[src/rtl/ace_snoop_pkg.sv]
// ace_snoop_pkg: shared types and constants for the ACE snoop responder.
package ace_snoop_pkg;
  typedef enum logic [1:0] {MESI_I = 2'b00, MESI_S = 2'b01, MESI_E = 2'b10, MESI_M = 2'b11} mesi_e;
  typedef enum logic [3:0] {
    SNP_READ_ONCE     = 4'b0000,
    SNP_READ_SHARED   = 4'b0001,
    SNP_READ_CLEAN    = 4'b0010,
    SNP_READ_NSD      = 4'b0011,
    SNP_READ_UNIQUE   = 4'b0111,
    SNP_CLEAN_SHARED  = 4'b1000,
    SNP_CLEAN_INVALID = 4'b1001,
    SNP_MAKE_INVALID  = 4'b1101
  } ac_snoop_e;
  localparam int CR_DT  = 0;
  localparam int CR_ERR = 1;
  localparam int CR_PD  = 2;
  localparam int CR_IS  = 3;
  localparam int CR_WU  = 4;
  typedef enum logic [2:0] {IDLE, GRANT, LOOKUP, RESP, DATA, UPDATE} snp_fsm_e;
endpackage

[src/rtl/ace_snoop_responder_if.sv]
// ace_snoop_responder_if: AC/CR/CD snoop channels plus the cache-array access port.
interface ace_snoop_responder_if #(parameter int WIDTH_A = 32, parameter int WIDTH_D = 32, parameter int LINE_WORDS = 4);
  logic                          AC_VALID;
  logic [3:0]                    AC_SNOOP;
  logic [2:0]                    AC_PROT;
  logic [WIDTH_A-1:0]            AC_ADDR;
  logic                          AC_READY;
  logic                          CR_READY;
  logic                          CR_VALID;
  logic [4:0]                    CR_RESP;
  logic                          CD_READY;
  logic                          CD_VALID;
  logic                          CD_LAST;
  logic [WIDTH_D-1:0]            CD_DATA;
  logic                          snp_req;
  logic                          snp_gnt;
  logic [WIDTH_A-1:0]            snp_addr;
  logic                          snp_hit;
  logic [1:0]                    snp_state;
  logic                          snp_rd_en;
  logic [$clog2(LINE_WORDS)-1:0] snp_word;
  logic [WIDTH_D-1:0]            snp_rdata;
  logic                          snp_upd;
  logic [1:0]                    snp_new_state;
  modport slave (
    input  AC_VALID, AC_SNOOP, AC_PROT, AC_ADDR, CR_READY, CD_READY, snp_gnt, snp_hit, snp_state, snp_rdata,
    output AC_READY, CR_VALID, CR_RESP, CD_VALID, CD_LAST, CD_DATA, snp_req, snp_addr, snp_rd_en, snp_word,
           snp_upd, snp_new_state
  );
  modport master (
    output AC_VALID, AC_SNOOP, AC_PROT, AC_ADDR, CR_READY, CD_READY, snp_gnt, snp_hit, snp_state, snp_rdata,
    input  AC_READY, CR_VALID, CR_RESP, CD_VALID, CD_LAST, CD_DATA, snp_req, snp_addr, snp_rd_en, snp_word,
           snp_upd, snp_new_state
  );
endinterface

[src/rtl/ace_snoop_responder_decide.sv]
// snoop_decide: opcode+hit+MESI state -> CR_RESP, data transfer, new state, update strobe.
// SNOOP_UNSUPP_ERR_EN: unsupported opcodes answer Error instead of a plain miss.
module snoop_decide
  import ace_snoop_pkg::*;
(
  input  logic [3:0] op_i,
  input  logic       hit_i,
  input  mesi_e      state_i,
  output logic [4:0] resp_o,
  output logic       dt_o,
  output mesi_e      new_state_o,
  output logic       upd_o
);
  logic h, u, d, sup;
  logic [4:0] r;
  mesi_e ns;
  assign h = hit_i && state_i != MESI_I;
  assign u = state_i inside {MESI_E, MESI_M};
  assign d = state_i == MESI_M;
  always_comb begin
    sup = 1'b1;
    r = '0;
    ns = state_i;
    case (op_i)
      SNP_READ_ONCE: r = {u, 1'b1, 1'b0, 1'b0, 1'b1};
      SNP_READ_SHARED, SNP_READ_CLEAN, SNP_READ_NSD: begin
        r = {u, 1'b1, d, 1'b0, 1'b1};
        ns = MESI_S;
      end
      SNP_READ_UNIQUE: begin
        r = {u, 1'b0, d, 1'b0, 1'b1};
        ns = MESI_I;
      end
      SNP_CLEAN_INVALID: begin
        r = {u, 1'b0, d, 1'b0, d};
        ns = MESI_I;
      end
      SNP_CLEAN_SHARED: begin
        r = {u, 1'b1, d, 1'b0, d};
        ns = MESI_S;
      end
      SNP_MAKE_INVALID: begin
        r = {u, 4'b0000};
        ns = MESI_I;
      end
      default: sup = 1'b0;
    endcase
  end
`ifdef SNOOP_UNSUPP_ERR_EN
  assign resp_o = !sup ? 5'b00010 : h ? r : '0;
`else
  assign resp_o = (sup && h) ? r : '0;
`endif
  assign dt_o        = resp_o[CR_DT];
  assign new_state_o = (sup && h) ? ns : state_i;
  assign upd_o       = sup && h && ns != state_i;
endmodule

[src/rtl/ace_snoop_responder.sv]
// ace_snoop_responder: services one ACE snoop at a time against the L1 data cache arrays.
module ace_snoop_responder
  import ace_snoop_pkg::*;
#(
  parameter int WIDTH_A    = 32,
  parameter int WIDTH_D    = 32,
  parameter int LINE_WORDS = 4
) (
  input logic clk,
  input logic rst,
  ace_snoop_responder_if.slave bus
);
  localparam int WW = $clog2(LINE_WORDS);
  localparam int OFF = $clog2(LINE_WORDS * WIDTH_D / 8);
  localparam logic [WIDTH_A-1:0] LINE_MASK = ~WIDTH_A'((1 << OFF) - 1);
  snp_fsm_e           state_q;
  logic [3:0]         op_q;
  logic [WIDTH_A-1:0] addr_q;
  logic [4:0]         resp_q, resp_d;
  logic               dt_q, dt_d, upd_need_q, upd_d;
  mesi_e              ns_q, ns_d;
  logic               ac_ready_q, snp_req_q, cr_valid_q, rd_q, pend_q, cd_valid_q, cd_last_q, upd_q;
  logic [WW-1:0]      word_q;
  logic [WIDTH_D-1:0] cd_data_q;
  logic               rd_en;
  logic               unused_prot;
  snoop_decide u_decide (
    .op_i       (op_q),
    .hit_i      (bus.snp_hit),
    .state_i    (mesi_e'(bus.snp_state)),
    .resp_o     (resp_d),
    .dt_o       (dt_d),
    .new_state_o(ns_d),
    .upd_o      (upd_d)
  );
  // next word is read either to start the line or in the handshake cycle of the previous beat
  assign rd_en = state_q == DATA && (rd_q || (cd_valid_q && bus.CD_READY && !cd_last_q));
  assign unused_prot        = ^bus.AC_PROT;
  assign bus.AC_READY       = ac_ready_q;
  assign bus.CR_VALID       = cr_valid_q;
  assign bus.CR_RESP        = resp_q;
  assign bus.CD_VALID       = cd_valid_q;
  assign bus.CD_LAST        = cd_last_q;
  assign bus.CD_DATA        = cd_data_q;
  assign bus.snp_req        = snp_req_q;
  assign bus.snp_addr       = addr_q;
  assign bus.snp_rd_en      = rd_en;
  assign bus.snp_word       = word_q;
  assign bus.snp_upd        = upd_q;
  assign bus.snp_new_state  = ns_q;
  always_ff @(posedge clk or posedge rst) begin
    if (rst) begin
      state_q    <= IDLE;
      op_q       <= '0;
      addr_q     <= '0;
      resp_q     <= '0;
      dt_q       <= 1'b0;
      upd_need_q <= 1'b0;
      ns_q       <= MESI_I;
      ac_ready_q <= 1'b0;
      snp_req_q  <= 1'b0;
      cr_valid_q <= 1'b0;
      rd_q       <= 1'b0;
      pend_q     <= 1'b0;
      cd_valid_q <= 1'b0;
      cd_last_q  <= 1'b0;
      upd_q      <= 1'b0;
      word_q     <= '0;
      cd_data_q  <= '0;
    end else begin
      case (state_q)
        IDLE: begin
          ac_ready_q <= !(bus.AC_VALID && ac_ready_q);
          if (bus.AC_VALID && ac_ready_q) begin
            op_q      <= bus.AC_SNOOP;
            addr_q    <= bus.AC_ADDR & LINE_MASK;
            snp_req_q <= 1'b1;
            state_q   <= GRANT;
          end
        end
        GRANT: state_q <= bus.snp_gnt ? LOOKUP : GRANT;
        LOOKUP: begin
          resp_q     <= resp_d;
          dt_q       <= dt_d;
          upd_need_q <= upd_d;
          ns_q       <= ns_d;
          cr_valid_q <= 1'b1;
          state_q    <= RESP;
        end
        RESP: if (bus.CR_READY) begin
          cr_valid_q <= 1'b0;
          rd_q       <= dt_q;
          word_q     <= '0;
          upd_q      <= !dt_q && upd_need_q;
          state_q    <= dt_q ? DATA : UPDATE;
        end
        DATA: begin
          rd_q   <= 1'b0;
          pend_q <= rd_en;
          if (rd_en) word_q <= word_q + WW'(1);
          if (pend_q) begin
            cd_data_q  <= bus.snp_rdata;
            cd_valid_q <= 1'b1;
            cd_last_q  <= word_q == '0;
          end else if (cd_valid_q && bus.CD_READY) begin
            cd_valid_q <= 1'b0;
            cd_last_q  <= 1'b0;
            upd_q      <= cd_last_q && upd_need_q;
            state_q    <= cd_last_q ? UPDATE : DATA;
          end
        end
        UPDATE: begin
          upd_q     <= 1'b0;
          snp_req_q <= 1'b0;
          state_q   <= IDLE;
        end
        default: state_q <= IDLE;
      endcase
    end
  end
endmodule

[src/flat_wrapper.sv]
// flat-port wrapper written by rule: the top's interface ports become plain ports
module ace_snoop_responder_flat import ace_snoop_pkg::*;
#(
  parameter int WIDTH_A    = 32,
  parameter int WIDTH_D    = 32,
  parameter int LINE_WORDS = 4
)
  (clk, rst, bus_AC_VALID, bus_AC_SNOOP, bus_AC_PROT, bus_AC_ADDR, bus_CR_READY, bus_CD_READY, bus_snp_gnt, bus_snp_hit, bus_snp_state, bus_snp_rdata, bus_AC_READY, bus_CR_VALID, bus_CR_RESP, bus_CD_VALID, bus_CD_LAST, bus_CD_DATA, bus_snp_req, bus_snp_addr, bus_snp_rd_en, bus_snp_word, bus_snp_upd, bus_snp_new_state);
  ace_snoop_responder_if #(.WIDTH_A(WIDTH_A), .WIDTH_D(WIDTH_D), .LINE_WORDS(LINE_WORDS)) bus_i ();
  input logic clk;
  input logic rst;
  input wire logic [$bits(bus_i.AC_VALID)-1:0] bus_AC_VALID;
  input wire logic [$bits(bus_i.AC_SNOOP)-1:0] bus_AC_SNOOP;
  input wire logic [$bits(bus_i.AC_PROT)-1:0] bus_AC_PROT;
  input wire logic [$bits(bus_i.AC_ADDR)-1:0] bus_AC_ADDR;
  input wire logic [$bits(bus_i.CR_READY)-1:0] bus_CR_READY;
  input wire logic [$bits(bus_i.CD_READY)-1:0] bus_CD_READY;
  input wire logic [$bits(bus_i.snp_gnt)-1:0] bus_snp_gnt;
  input wire logic [$bits(bus_i.snp_hit)-1:0] bus_snp_hit;
  input wire logic [$bits(bus_i.snp_state)-1:0] bus_snp_state;
  input wire logic [$bits(bus_i.snp_rdata)-1:0] bus_snp_rdata;
  output wire logic [$bits(bus_i.AC_READY)-1:0] bus_AC_READY;
  output wire logic [$bits(bus_i.CR_VALID)-1:0] bus_CR_VALID;
  output wire logic [$bits(bus_i.CR_RESP)-1:0] bus_CR_RESP;
  output wire logic [$bits(bus_i.CD_VALID)-1:0] bus_CD_VALID;
  output wire logic [$bits(bus_i.CD_LAST)-1:0] bus_CD_LAST;
  output wire logic [$bits(bus_i.CD_DATA)-1:0] bus_CD_DATA;
  output wire logic [$bits(bus_i.snp_req)-1:0] bus_snp_req;
  output wire logic [$bits(bus_i.snp_addr)-1:0] bus_snp_addr;
  output wire logic [$bits(bus_i.snp_rd_en)-1:0] bus_snp_rd_en;
  output wire logic [$bits(bus_i.snp_word)-1:0] bus_snp_word;
  output wire logic [$bits(bus_i.snp_upd)-1:0] bus_snp_upd;
  output wire logic [$bits(bus_i.snp_new_state)-1:0] bus_snp_new_state;
  assign bus_i.AC_VALID = bus_AC_VALID;
  assign bus_i.AC_SNOOP = bus_AC_SNOOP;
  assign bus_i.AC_PROT = bus_AC_PROT;
  assign bus_i.AC_ADDR = bus_AC_ADDR;
  assign bus_i.CR_READY = bus_CR_READY;
  assign bus_i.CD_READY = bus_CD_READY;
  assign bus_i.snp_gnt = bus_snp_gnt;
  assign bus_i.snp_hit = bus_snp_hit;
  assign bus_i.snp_state = bus_snp_state;
  assign bus_i.snp_rdata = bus_snp_rdata;
  assign bus_AC_READY = bus_i.AC_READY;
  assign bus_CR_VALID = bus_i.CR_VALID;
  assign bus_CR_RESP = bus_i.CR_RESP;
  assign bus_CD_VALID = bus_i.CD_VALID;
  assign bus_CD_LAST = bus_i.CD_LAST;
  assign bus_CD_DATA = bus_i.CD_DATA;
  assign bus_snp_req = bus_i.snp_req;
  assign bus_snp_addr = bus_i.snp_addr;
  assign bus_snp_rd_en = bus_i.snp_rd_en;
  assign bus_snp_word = bus_i.snp_word;
  assign bus_snp_upd = bus_i.snp_upd;
  assign bus_snp_new_state = bus_i.snp_new_state;
  ace_snoop_responder #(.WIDTH_A(WIDTH_A), .WIDTH_D(WIDTH_D), .LINE_WORDS(LINE_WORDS)) u_core (.clk(clk), .rst(rst), .bus(bus_i));
endmodule
[config.mk]
export PLATFORM = sky130hd
export DESIGN_NAME = ace_snoop_responder_flat
export DESIGN_NICKNAME = d
export VERILOG_FILES = /design/src/rtl/ace_snoop_pkg.sv /design/src/rtl/ace_snoop_responder_if.sv /design/src/rtl/ace_snoop_responder_decide.sv /design/src/rtl/ace_snoop_responder.sv /design/src/flat_wrapper.sv
export SDC_FILE = /design/constraint.sdc
export NUM_CORES = 1
export LEC_CHECK = 0
export ABC_AREA = 1
export ABC_CLOCK_PERIOD_IN_PS = 2600
export CORE_ASPECT_RATIO = 1.5
export CORE_MARGIN = 2
export CORE_UTILIZATION = 37
export CTS_CLUSTER_DIAMETER = 100
export DETAILED_ROUTE_END_ITERATION = 16
export PLACE_DENSITY_LB_ADDON = 0.3
export SYNTH_ARGS = -nofsm -noshare
export SYNTH_HDL_FRONTEND = slang
export SYNTH_SLANG_ARGS = --single-unit
[constraint.sdc]
create_clock -name clk -period 2.6 [get_ports clk]
set_input_delay 0.52 -clock clk [delete_from_list [all_inputs] [get_ports clk]]
set_output_delay 0.52 -clock clk [all_outputs]
set_load 0.01 [all_outputs]
== After elaboration in Yosys (flattened, before gate mapping) ==
Cells that the tools add are included.
W data, S select, Z words.

* Bits in registers: 86
* Input port bits: 80

* $add $sub $neg: 1
* Equal/unequal tests: 20
* Mux-type cells: 29
* Reduce and logical (&&, ||, !) cells: 36

{| class="wikitable"
|+ Operators by type and width
! cell !! count
|-
| $pmux W5 S6 || 1
|-
| $pmux W3 S5 || 1
|-
| $eq A4 B4 Y1 const B || 3
|-
| $mux W1 || 12
|-
| $mux W3 || 4
|-
| $reduce_and A2 Y1 || 6
|-
| $reduce_bool A2 Y1 || 6
|-
| $logic_and A1 B1 Y1 || 9
|-
| $eq A4 B2 Y1 const B || 2
|-
| $mux W2 || 4
|-
| $ne A2 B2 Y1 const B || 4
|-
| $pmux W2 S2 || 2
|-
| $reduce_and A4 Y1 || 2
|-
| $reduce_or A8 Y1 || 1
|-
| $eq A3 B2 Y1 const B || 2
|-
| $eq A3 B3 Y1 const B || 2
|-
| $pmux W1 S2 || 3
|-
| $reduce_or A3 Y1 || 2
|-
| $mux W5 || 1
|-
| $eq A2 B2 Y1 const B || 2
|-
| $eq A4 B1 Y1 const B || 1
|-
| $eq A4 B3 Y1 const B || 1
|-
| $logic_not A4 Y1 || 1
|-
| $reduce_or A4 Y1 || 1
|-
| 11 further kinds || 13
|}

== Depth between registers and ports, before layout ==
Gate-level depths: netlist of run 1.

* Depth in word-level cells: 6
* Mapped depth: 10

== Cells and area by module ==
Synthesis of run 1 repeated with hierarchy kept, for this count alone.

* Cell total of the unflattened synthesis: 447
* Area total of the unflattened synthesis: 3847.4 µm²

{| class="wikitable"
|+ Modules (own cells, without submodules)
! module !! instances !! cells an instance !! area an instance (µm²)
|-
| ace_snoop_responder || 1 || 391 || 3604.7
|-
| snoop_decide || 1 || 56 || 242.7
|}

== Worst setup path before layout of run 1 ==
OpenSTA, ideal clock, no wires.

* Path type: register to output
* Start point: register u_core.state_q[1]
* End point: output port bus_snp_rd_en
* Data arrival time: 0.930 ns
* Data required time: 2.080 ns
* Setup slack: 1.150 ns
* Stages on the path, launching flop included: 6
* Path buffers: 0
* Cells stage by stage: dfrtp_1 inv_2 nand2_1 nor2_4 nand2_1 inv_1

* Longest elaborated chain between the ends: 2

{| class="wikitable"
|+ RTL lines
! what !! RTL line !! text
|-
| start: declaration || ace_snoop_responder.sv:16 || <nowiki>snp_fsm_e state_q;</nowiki>
|-
| start signal: assignment || ace_snoop_responder.sv:81 || <nowiki>GRANT: state_q <= bus.snp_gnt ? LOOKUP : GRANT;</nowiki>
|-
| start signal: assignment || ace_snoop_responder.sv:95 || <nowiki>state_q <= dt_q ? DATA : UPDATE;</nowiki>
|-
| start signal: assignment || ace_snoop_responder.sv:109 || <nowiki>state_q <= cd_last_q ? UPDATE : DATA;</nowiki>
|-
| $eq A3 B3 Y1 || ace_snoop_responder.sv:37 || <nowiki>assign rd_en = state_q == DATA && (rd_q || (cd_valid_q && bus.CD_READY && !cd_last_q));</nowiki>
|-
| $logic_and A1 B1 Y1 || ace_snoop_responder.sv:37 ||
|-
| end: declaration || flat_wrapper.sv:30 || <nowiki>output wire logic [$bits(bus_i.snp_rd_en)-1:0] bus_snp_rd_en;</nowiki>
|}

Every way passes these cells.

== Worst setup path after layout of run 1 ==
* Start point: input port bus_CD_READY
* End point: output port bus_snp_rd_en

* Longest elaborated chain between the ends: 4

{| class="wikitable"
|+ RTL lines
! what !! RTL line !! text
|-
| start: declaration || flat_wrapper.sv:17 || <nowiki>input wire logic [$bits(bus_i.CD_READY)-1:0] bus_CD_READY;</nowiki>
|-
| $logic_and A1 B1 Y1 (2 in series) || ace_snoop_responder.sv:37 ||
|-
| $logic_or A1 B1 Y1 || ace_snoop_responder.sv:37 ||
|-
| $logic_and A1 B1 Y1 || ace_snoop_responder.sv:37 ||
|}

Every way passes these cells.

==> impl_metrics.env, run 1 <==
export IMPL_slowest_delay_ns=0.52
export IMPL_post_cts_buffers=0
export IMPL_num_vias=2836
export IMPL_cts_sinks=84
export IMPL_end_kind="output pin"
export IMPL_grt_pass1_wl_um=13000
export IMPL_synth_area_um2=3520
export IMPL_required_ns=2.08
export IMPL_setup_violations=0
export IMPL_arrival_ns=1.93
export IMPL_yosysSeqAreaShare=0.598
export IMPL_grt_pass1_vias=2931
export IMPL_numCtsBuffers=9
export IMPL_ys_types=24
export IMPL_crit_start="bus_CD_READY"
export IMPL_cts_hold_buf=0
export IMPL_drt_first_iter_violations=89
export IMPL_finish_utilization=0.582
export IMPL_fp_coreArea_um2=9250
export IMPL_cts_buffer_depth=2
export IMPL_min_from="u_core.bus.snp_addr[11]"
export IMPL_max_cap_violations=0
export IMPL_max_freq_ghz=0.408
export IMPL_clock_latency_ns=0.32
export IMPL_htree_levels=3
export IMPL_dr_pass1_iters=4
export IMPL_hp_class="reg -> reg"
export IMPL_syn_avg_cell_area_um2=9.93
export IMPL_p_leak_nw=2.51
export IMPL_pin_count=160
export IMPL_finalMaxSlewViolations=0
export IMPL_drc=0
export IMPL_start_util=0.380
export IMPL_routed_via_density=4.57
export IMPL_grt_max_degree=85
export IMPL_cts_tree="yes"
export IMPL_yosysWarnings=0
export IMPL_gr_total_overflow=0
export IMPL_antenna_found_initial=0
export IMPL_r2r_setup_slack_ns=0.91
export IMPL_rsz0062_at_grt="no"
export IMPL_dieArea_um2=10300
export IMPL_max_vdd_ir_drop_v=0.000680
export IMPL_setup_ws_ns=0.151
export IMPL_skew_ns=0.00834
export IMPL_crit_chain="clkdlybuf4s50_1 > nand2_1 > o21ai_0 > nand2_1 > inv_1 > clkdlybuf4s50_1"
export IMPL_dp_hpwl_um=5930
export IMPL_fin_nets=584
export IMPL_die_h_um=123
export IMPL_gp_congestion=0.808
export IMPL_syn2layout_area_growth_pct=53.3
export IMPL_fin_crit_sh=0.942
export IMPL_final_layout_size_suffix_gt1_frac=0.0650
export IMPL_tns_ns=0
export IMPL_port_buffers=147
export IMPL_status="complete, no violations"
export IMPL_hold_viol=0
export IMPL_path_max_fanout=3
export IMPL_die_x_um=83.6
export IMPL_ys_ff_latch=84
export IMPL_place_ws_ns=0.148
export IMPL_path_clk_slew_ns=0.06
export IMPL_critPathSlowestCell="clkdlybuf4s50_1"
export IMPL_diodes=0
export IMPL_cts_repair_resized=0
export IMPL_rows=43
export IMPL_cp_start_kind="primary input"
export IMPL_r2r_start="u_core.state_q[1]"
export IMPL_wirelength_um=7960
export IMPL_wl_per_cell_um=12.8
export IMPL_worstSetupPathType="in -> out"
export IMPL_root_buffer="clkbuf_16"
export IMPL_synth_cells=354
export IMPL_track_usage=0.157
export IMPL_ant_nets=0
export IMPL_fin_crit_ns=2.45
export IMPL_p_per_area_nw_per_um2=1170
-- cells by family (layout without fill, tap and decap cells) --
group | Yosys count | in the layout | share of synthesized area
compound gates | 26 | 26 | 0.0388
fa+ha+maj | 1 | 1 | 0.00356
buf+inv | 38 | 188 | 0.0587
flops | 84 | 84 | 0.598
mux | 32 | 32 | 0.102
other cells | 1 | 5 | 0.00107
simple gates | 172 | 172 | 0.198
-- per-layer routing --
metal / vias to the layer above / track usage / wire length [um]
met5: - / 0 / 0
met4: 0 / 0.0806 / 161
met3: 13 / 0.0347 / 508
met2: 108 / 0.276 / 4110
met1: 1300 / 0.179 / 3180
li1: 1415 / - / -
-- flip-flops by register name (all words and copies together), names as in the netlist --
name,cells
u_core.bus.snp_upd,1
u_core.bus.CD_DATA,32
u_core.bus.snp_new_state,2
u_core.bus.CD_VALID,1
u_core.bus.CR_VALID,1
u_core.upd_need_q,1
u_core.rd_q,1
u_core.bus.CD_LAST,1
u_core.pend_q,1
u_core.bus.CR_RESP,4
u_core.bus.snp_req,1
u_core.state_q,3
u_core.bus.AC_READY,1
u_core.bus.snp_word,2
u_core.op_q,4
u_core.bus.snp_addr,28
-- power breakdown --
part | switching [W] | internal [W] | total, W | leakage, nW
clock | 0.000470 | 0.000916 | 0.00139 | 0.169
combinational | 0.00118 | 0.00142 | 0.00260 | 1.31
sequential | 0.000365 | 0.00193 | 0.00229 | 1.03
total | 0.00201 | 0.00427 | 0.00628 | 2.51
-- worst max-delay path: cells and delay by family --
kind            cells  cell delay (ns)
compound gates      1             0.15
simple gates        2             0.19
buf+inv             3             1.07
-- synth_stat cells --
library cell	instances	share of area
buf_6	5	0.016
o211ai_1	1	0.0021
nand3_1	12	0.017
nand2_1	142	0.15
mux2_2	5	0.016
dfrtp_1	84	0.60
inv_1	17	0.018
o21bai_1	1	0.0021
buf_4	6	0.013
nand2_4	1	0.0032
nor3_2	1	0.0028
a21oi_1	3	0.0043
nor2_4	2	0.0064
a31oi_1	1	0.0018
buf_2	3	0.0043
nor2_1	12	0.013
conb_1	1	0.0011
mux2_1	27	0.086
inv_2	5	0.0053
nand4_1	2	0.0036
o21ai_0	20	0.028
clkinv_1	1	0.0011
clkbuf_1	1	0.0011
ha_1	1	0.0036
-- worst paths after layout --
kind / cells after the start / endpoint
max in group asynchronous: 3 / u_core.bus.CD_DATA[5]
hold / removal: 2 / u_core.bus.snp_addr[11]
setup reg to reg: 5 / u_core.bus.CD_DATA[23]
min in group asynchronous: 3 / u_core.bus.CD_DATA[19]
hold reg to reg: 2 / u_core.bus.snp_addr[11]
setup / recovery: 6 / bus_snp_rd_en
-- cells in the final DEF, fill, tap and decap left out, types with 2 or more instances in the layout --
cell	count
nor2_1	12
clkbuf_8	3
inv_2	5
nand2_1	142
bufinv_16	2
inv_1	16
mux2_2	5
conb_1	5
nand3_1	12
mux2_1	27
nor2_4	2
nand4_1	2
clkdlybuf4s50_1	147
o21ai_0	20
clkinv_2	2
clkbuf_16	9
a21oi_1	3
dfrtp_1	84
-- per-stage QoR --
step	hold WS, ns	instances	total power (W)	instance area (um^2)
3_5_place_dp	0.458	604	0.00496	5050
6_report	0.468	620	0.00628	5390
3_3_place_gp	0.455	604	0.00487	5050
2_1_floorplan	0.449	358	0.00352	3530
4_1_cts	0.474	620	0.00639	5390
5_1_grt	0.500	620	0.00675	5390
-- final cells by class --
class,count,area (um^2)
Timing Repair Buffer,149,1500
Inverter,23,90.1
Sequential cell,84,2100
Fill cell,784,3860
Clock inverter,4,70.1
Clock buffer,12,267
Multi-Input combinational cell,236,1220
Tap cell,112,140
Power figures use the tool's default switching activity.
==> run 2, diff against run 1 <==
--- a/config.mk
+++ b/config.mk
@@ -8,11 +8,11 @@
 export ABC_AREA = 1
 export ABC_CLOCK_PERIOD_IN_PS = 2600
 export CORE_ASPECT_RATIO = 1.5
-export CORE_MARGIN = 2
 export CORE_UTILIZATION = 37
 export CTS_CLUSTER_DIAMETER = 100
 export DETAILED_ROUTE_END_ITERATION = 16
 export PLACE_DENSITY_LB_ADDON = 0.3
+export SETUP_SLACK_MARGIN = 0.02
 export SYNTH_ARGS = -nofsm -noshare
 export SYNTH_HDL_FRONTEND = slang
 export SYNTH_SLANG_ARGS = --single-unit
==> impl_metrics.env, run 2 (synthesis gave the netlist of run 1 again) <==
export IMPL_syn2layout_area_growth_pct=53.6
export IMPL_post_cts_buffers=0
export IMPL_r2r_setup_slack_ns=0.81
export IMPL_tightest_slew_ns=0.644
export IMPL_min_from="u_core.bus.snp_addr[29]"
export IMPL_max_cap_violations=0
export IMPL_dp_hpwl_um=6070
export IMPL_required_ns=2.08
export IMPL_ant_nets=0
export IMPL_layout_common_cells="clkdlybuf4s50_1, nand2_1, dfrtp_1"
export IMPL_wl_per_cell_um=12.9
export IMPL_reg2regPathDepth=8
export IMPL_routed_via_density=4.63
export IMPL_fin_crit_sh=0.945
export IMPL_antenna_found_initial=0
export IMPL_die_x_um=81.6
export IMPL_cp_endpoint="bus_snp_rd_en"
export IMPL_finish_utilization=0.583
export IMPL_tns_ns=0
export IMPL_cp_start_kind="primary input"
export IMPL_gr_total_overflow=0
export IMPL_crit_chain="clkdlybuf4s50_1 > nand2_1 > o21ai_0 > nand2_1 > inv_1 > clkdlybuf4s50_1"
export IMPL_grt_pass1_vias=2850
export IMPL_place_area_um2=5080
export IMPL_gp_congestion=0.886
export IMPL_cp_top_family="buffers and inverters"
export IMPL_crit_start="bus_CD_READY"
export IMPL_grt_max_degree=36
export IMPL_end_kind="output pin"
export IMPL_num_vias=2877
export IMPL_fp_coreArea_um2=9250
export IMPL_final_cell_area_um2=5400
export IMPL_slowest_delay_ns=0.52
export IMPL_htree_levels=3
export IMPL_path_depth=6
export IMPL_cts_sinks=84
export IMPL_r2r_start="u_core.state_q[1]"
export IMPL_numCtsBuffers=9
export IMPL_status="complete, no violations"
export IMPL_p_per_area_nw_per_um2=1160
export IMPL_port_buffers=147
export IMPL_r2r_end="u_core.bus.snp_addr[7]"
export IMPL_fin_nets=586
export IMPL_path_clk_slew_ns=0.06
export IMPL_hold_viol=0
export IMPL_cts_repair_resized=0
export IMPL_die_h_um=121
export IMPL_start_util=0.380
export IMPL_critPathBufInv=3
export IMPL_path_max_fanout=3
export IMPL_cts_buffer_depth=2
export IMPL_dr_pass1_iters=4
export IMPL_clock_latency_ns=0.34
export IMPL_hp_class="reg -> reg"
export IMPL_final_common_cell="clkdlybuf4s50_1"
export IMPL_max_vdd_ir_drop_v=0.000571
export IMPL_slew_headroom=0.570
export IMPL_arrival_ns=1.94
export IMPL_critPathSlowestCell="clkdlybuf4s50_1"
export IMPL_dieArea_um2=9900
export IMPL_finalMaxSlewViolations=0
export IMPL_final_layout_size_suffix_gt1_frac=0.0667
export IMPL_diodes=0
export IMPL_skew_ns=0.00554
export IMPL_largest_reg_flops=32
export IMPL_p_leak_nw=2.51
export IMPL_fin_crit_ns=2.46
export IMPL_pin_count=160
export IMPL_track_usage=0.171
export IMPL_wirelength_um=8030
export IMPL_rows=43
export IMPL_root_buffer="clkbuf_16"
export IMPL_drt_first_iter_violations=79
export IMPL_cts_hold_buf=0
export IMPL_grt_pass1_wl_um=12800
export IMPL_drc=0
export IMPL_setup_violations=0
export IMPL_worstSetupPathType="in -> out"
export IMPL_cts_tree="yes"
export IMPL_rsz0062_at_grt="no"
export IMPL_max_freq_ghz=0.407
## run 2: layout make-up
class	instances	area [um^2]
tap	112	140
multi-input combinational	236	1220
clock buffer	11	243
timing repair buffer	151	1530
sequential	84	2100
clock inverter	5	75.1
fill	824	3850
inverter	23	90.1
## run 2: worst register-to-register path, cell delays in order, from the launching register on
cell	delay, ns
dfrtp_1	0.42
inv_2	0.08
nand2_1	0.10
nor2_1	0.17
inv_2	0.07
nor2_4	0.31
inv_2	0.31
nand2_1	0.16
nand2_1	0.06
## run 2: power by group
group	leakage, nW	total (W)	switching [W]	internal, W
sequential	1.03	0.00229	0.000363	0.00193
clock	0.159	0.00135	0.000484	0.000862
combinational	1.33	0.00262	0.00119	0.00143
## run 2: worst min path at each step
stage / slack [ns] / cells after the start / end
2_1_floorplan: 0.45 / 2 / u_core.upd_need_q
3_3_place_gp: 0.45 / 2 / u_core.bus.snp_addr[25]
3_5_place_dp: 0.46 / 2 / u_core.bus.snp_addr[29]
4_1_cts: 0.48 / 2 / u_core.bus.snp_addr[29]
5_1_grt: 0.49 / 2 / u_core.bus.snp_addr[16]
6_report: 0.47 / 2 / u_core.bus.snp_addr[29]
## run 2: routing by layer
layer | global-route usage | vias up | part of all wire
li1 | - | 1419 | -
met1 | 0.185 | 1340 | 0.40
met2 | 0.292 | 102 | 0.51
met3 | 0.0617 | 16 | 0.069
met4 | 0.0768 | 0 | 0.023
met5 | 0 | - | 0
## run 2: per-stage QoR
| stage | setup slack, ns | hold WS (ns) | power [W] | instances |
|---|---|---|---|---|
| 4_1_cts | 0.137 | 0.475 | 0.00634 | 622 |
| 3_3_place_gp | 0.153 | 0.452 | 0.00486 | 606 |
| 5_1_grt | 0.0568 | 0.493 | 0.00672 | 622 |
| 2_1_floorplan | 1.11 | 0.449 | 0.00352 | 358 |
| 3_5_place_dp | 0.147 | 0.460 | 0.00497 | 606 |
| 6_report | 0.142 | 0.472 | 0.00625 | 622 |
==> run 3, diff against run 2 <==
==> constraint.sdc (replaced) <==
create_clock -name clk -period 2.6 [get_ports clk]
set_input_delay 0.78 -clock clk [delete_from_list [all_inputs] [get_ports clk]]
set_output_delay 0.78 -clock clk [all_outputs]
set_load 0.01 [all_outputs]
==> impl_metrics.env, run 3 (synthesis gave the netlist of run 1 again) <==
export IMPL_dieArea_um2=9900
export IMPL_multi_input_area_um2=1220
export IMPL_start_util=0.380
export IMPL_cts_sinks=84
export IMPL_gr_total_overflow=0
export IMPL_r2r_start="u_core.state_q[0]"
export IMPL_path_clk_slew_ns=0.06
export IMPL_critPathBufInv=3
export IMPL_placedCellCount=610
export IMPL_max_cap_violations=0
export IMPL_end_kind="output pin"
export IMPL_port_buffers=147
export IMPL_die_x_um=81.6
export IMPL_path_max_fanout=2
export IMPL_cts_buffer_depth=2
export IMPL_setup_violations=0
export IMPL_reg2regPathDepth=6
export IMPL_required_ns=1.82
export IMPL_arrival_ns=1.71
export IMPL_tns_ns=0
export IMPL_grt_pass1_wl_um=12800
export IMPL_rows=43
export IMPL_drt_first_iter_violations=132
export IMPL_fin_crit_ns=2.49
export IMPL_finalMaxSlewViolations=0
export IMPL_clock_latency_ns=0.33
export IMPL_critical_path_most_common_cell="nand2_1"
export IMPL_min_from="u_core.bus.snp_addr[30]"
export IMPL_antenna_found_initial=0
export IMPL_fin_crit_sh=0.959
export IMPL_seq_area_um2=2100
export IMPL_hold_viol=0
export IMPL_hold_depth=2
export IMPL_hp_class="reg -> reg"
export IMPL_p_leak_nw=2.54
export IMPL_max_freq_ghz=0.401
export IMPL_ant_nets=0
export IMPL_grt_pass1_vias=2821
export IMPL_r2r_setup_slack_ns=0.90
export IMPL_fin_cells=627
export IMPL_r2r_end="u_core.bus.CD_DATA[6]"
export IMPL_wirelength_um=7890
export IMPL_setup_ws_ns=0.107
export IMPL_place_ws_ns=-0.348
export IMPL_hold_ws_ns=0.468
export IMPL_wl_per_cell_um=12.6
export IMPL_num_vias=2902
export IMPL_status="complete, no violations"
export IMPL_dr_pass1_iters=4
export IMPL_numCtsBuffers=9
export IMPL_worstHoldEndpoint="u_core.bus.snp_addr[30]"
export IMPL_grt_max_degree=36
export IMPL_drc=0
export IMPL_slowest_delay_ns=0.47
export IMPL_worstSetupPathType="in -> out"
export IMPL_cts_tree="yes"
export IMPL_routed_via_density=4.63
export IMPL_dp_hpwl_um=6040
export IMPL_fp_coreArea_um2=9250
export IMPL_die_h_um=121
export IMPL_pin_count=160
export IMPL_cp_start_kind="primary input"
export IMPL_root_buffer="clkbuf_16"
export IMPL_p_per_area_nw_per_um2=1160
export IMPL_syn2layout_area_growth_pct=54.9
export IMPL_slew_headroom=0.610
export IMPL_track_usage=0.170
export IMPL_layout_common_cells="clkdlybuf4s50_1, nand2_1, dfrtp_1"
export IMPL_max_vdd_ir_drop_v=0.000679
export IMPL_skew_ns=0.00751
export IMPL_fin_nets=591
export IMPL_gp_congestion=0.817
export IMPL_final_layout_size_suffix_gt1_frac=0.0757
export IMPL_largest_reg_flops=32
export IMPL_final_common_cell="clkdlybuf4s50_1"
export IMPL_finish_utilization=0.589
export IMPL_rsz0062_at_grt="no"
export IMPL_tightest_slew_ns=0.584
export IMPL_critPathSlowestCell="clkdlybuf4s50_1"
export IMPL_cts_hold_buf=0
export IMPL_htree_levels=3
export IMPL_crit_chain="clkdlybuf4s50_1 > nand2_1 > o21ai_1 > nand2_1 > inv_1 > buf_2"
export IMPL_cp_top_family="buffers and inverters"
export IMPL_diodes=0
export IMPL_fillers=813
-- run 3: how the worst max path moves through the flow --
stage,startpoint,slack (ns),cells after the start,to
floorplan,bus_CD_READY,0.67,4,bus_snp_rd_en
global placement,bus_CD_READY,-0.36,6,bus_snp_rd_en
detailed placement,bus_CD_READY,-0.35,6,bus_snp_rd_en
CTS,bus_CD_READY,0.11,6,bus_snp_rd_en
global route,bus_CD_READY,0.05,6,bus_snp_rd_en
finish,bus_CD_READY,0.11,6,bus_snp_rd_en
-- run 3: area by class of cell --
| type | instances | share of cell area |
|---|---|---|
| timing repair buffer | 156 | 0.286 |
| tap | 112 | 0.0257 |
| multi-input combinational | 236 | 0.224 |
| clock buffer | 11 | 0.0427 |
| clock inverter | 5 | 0.0184 |
| inverter | 23 | 0.0165 |
| sequential | 84 | 0.386 |
-- run 3: worst register-to-register path, stage by stage, from the launching register on --
cell and delay, ns:
dfrtp_1 0.44, inv_2 0.09, nand2_1 0.10, nor2_4 0.10
buf_4 0.16, nand2_4 0.26, mux2_1 0.43
-- run 3: stage by stage --
step                total power, W  cell area, um^2
floorplan                  0.00352             3530
global placement           0.00488             5110
detailed placement         0.00496             5110
CTS                        0.00641             5450
global route               0.00680             5450
finish                     0.00633             5450
-- run 3: power breakdown --
group / switching, W / total (W) / internal, W
combinational: 0.00118 / 0.00263 / 0.00144
sequential: 0.000353 / 0.00228 / 0.00193
clock: 0.000484 / 0.00142 / 0.000935
-- run 3: timing repair --
action                     in CTS  in global routing
buffers inserted                1                  0
resized for setup               5                  0
setup endpoints to repair       1                  0
-- run 3: routing by layer --
metal,part of all wire,global-route usage,wire [um],vias up
met5,0,0,0,-
met4,0.018,0.0702,141,0
met3,0.082,0.0579,644,12
met2,0.51,0.291,4060,106
met1,0.39,0.190,3040,1357
li1,-,-,-,1427
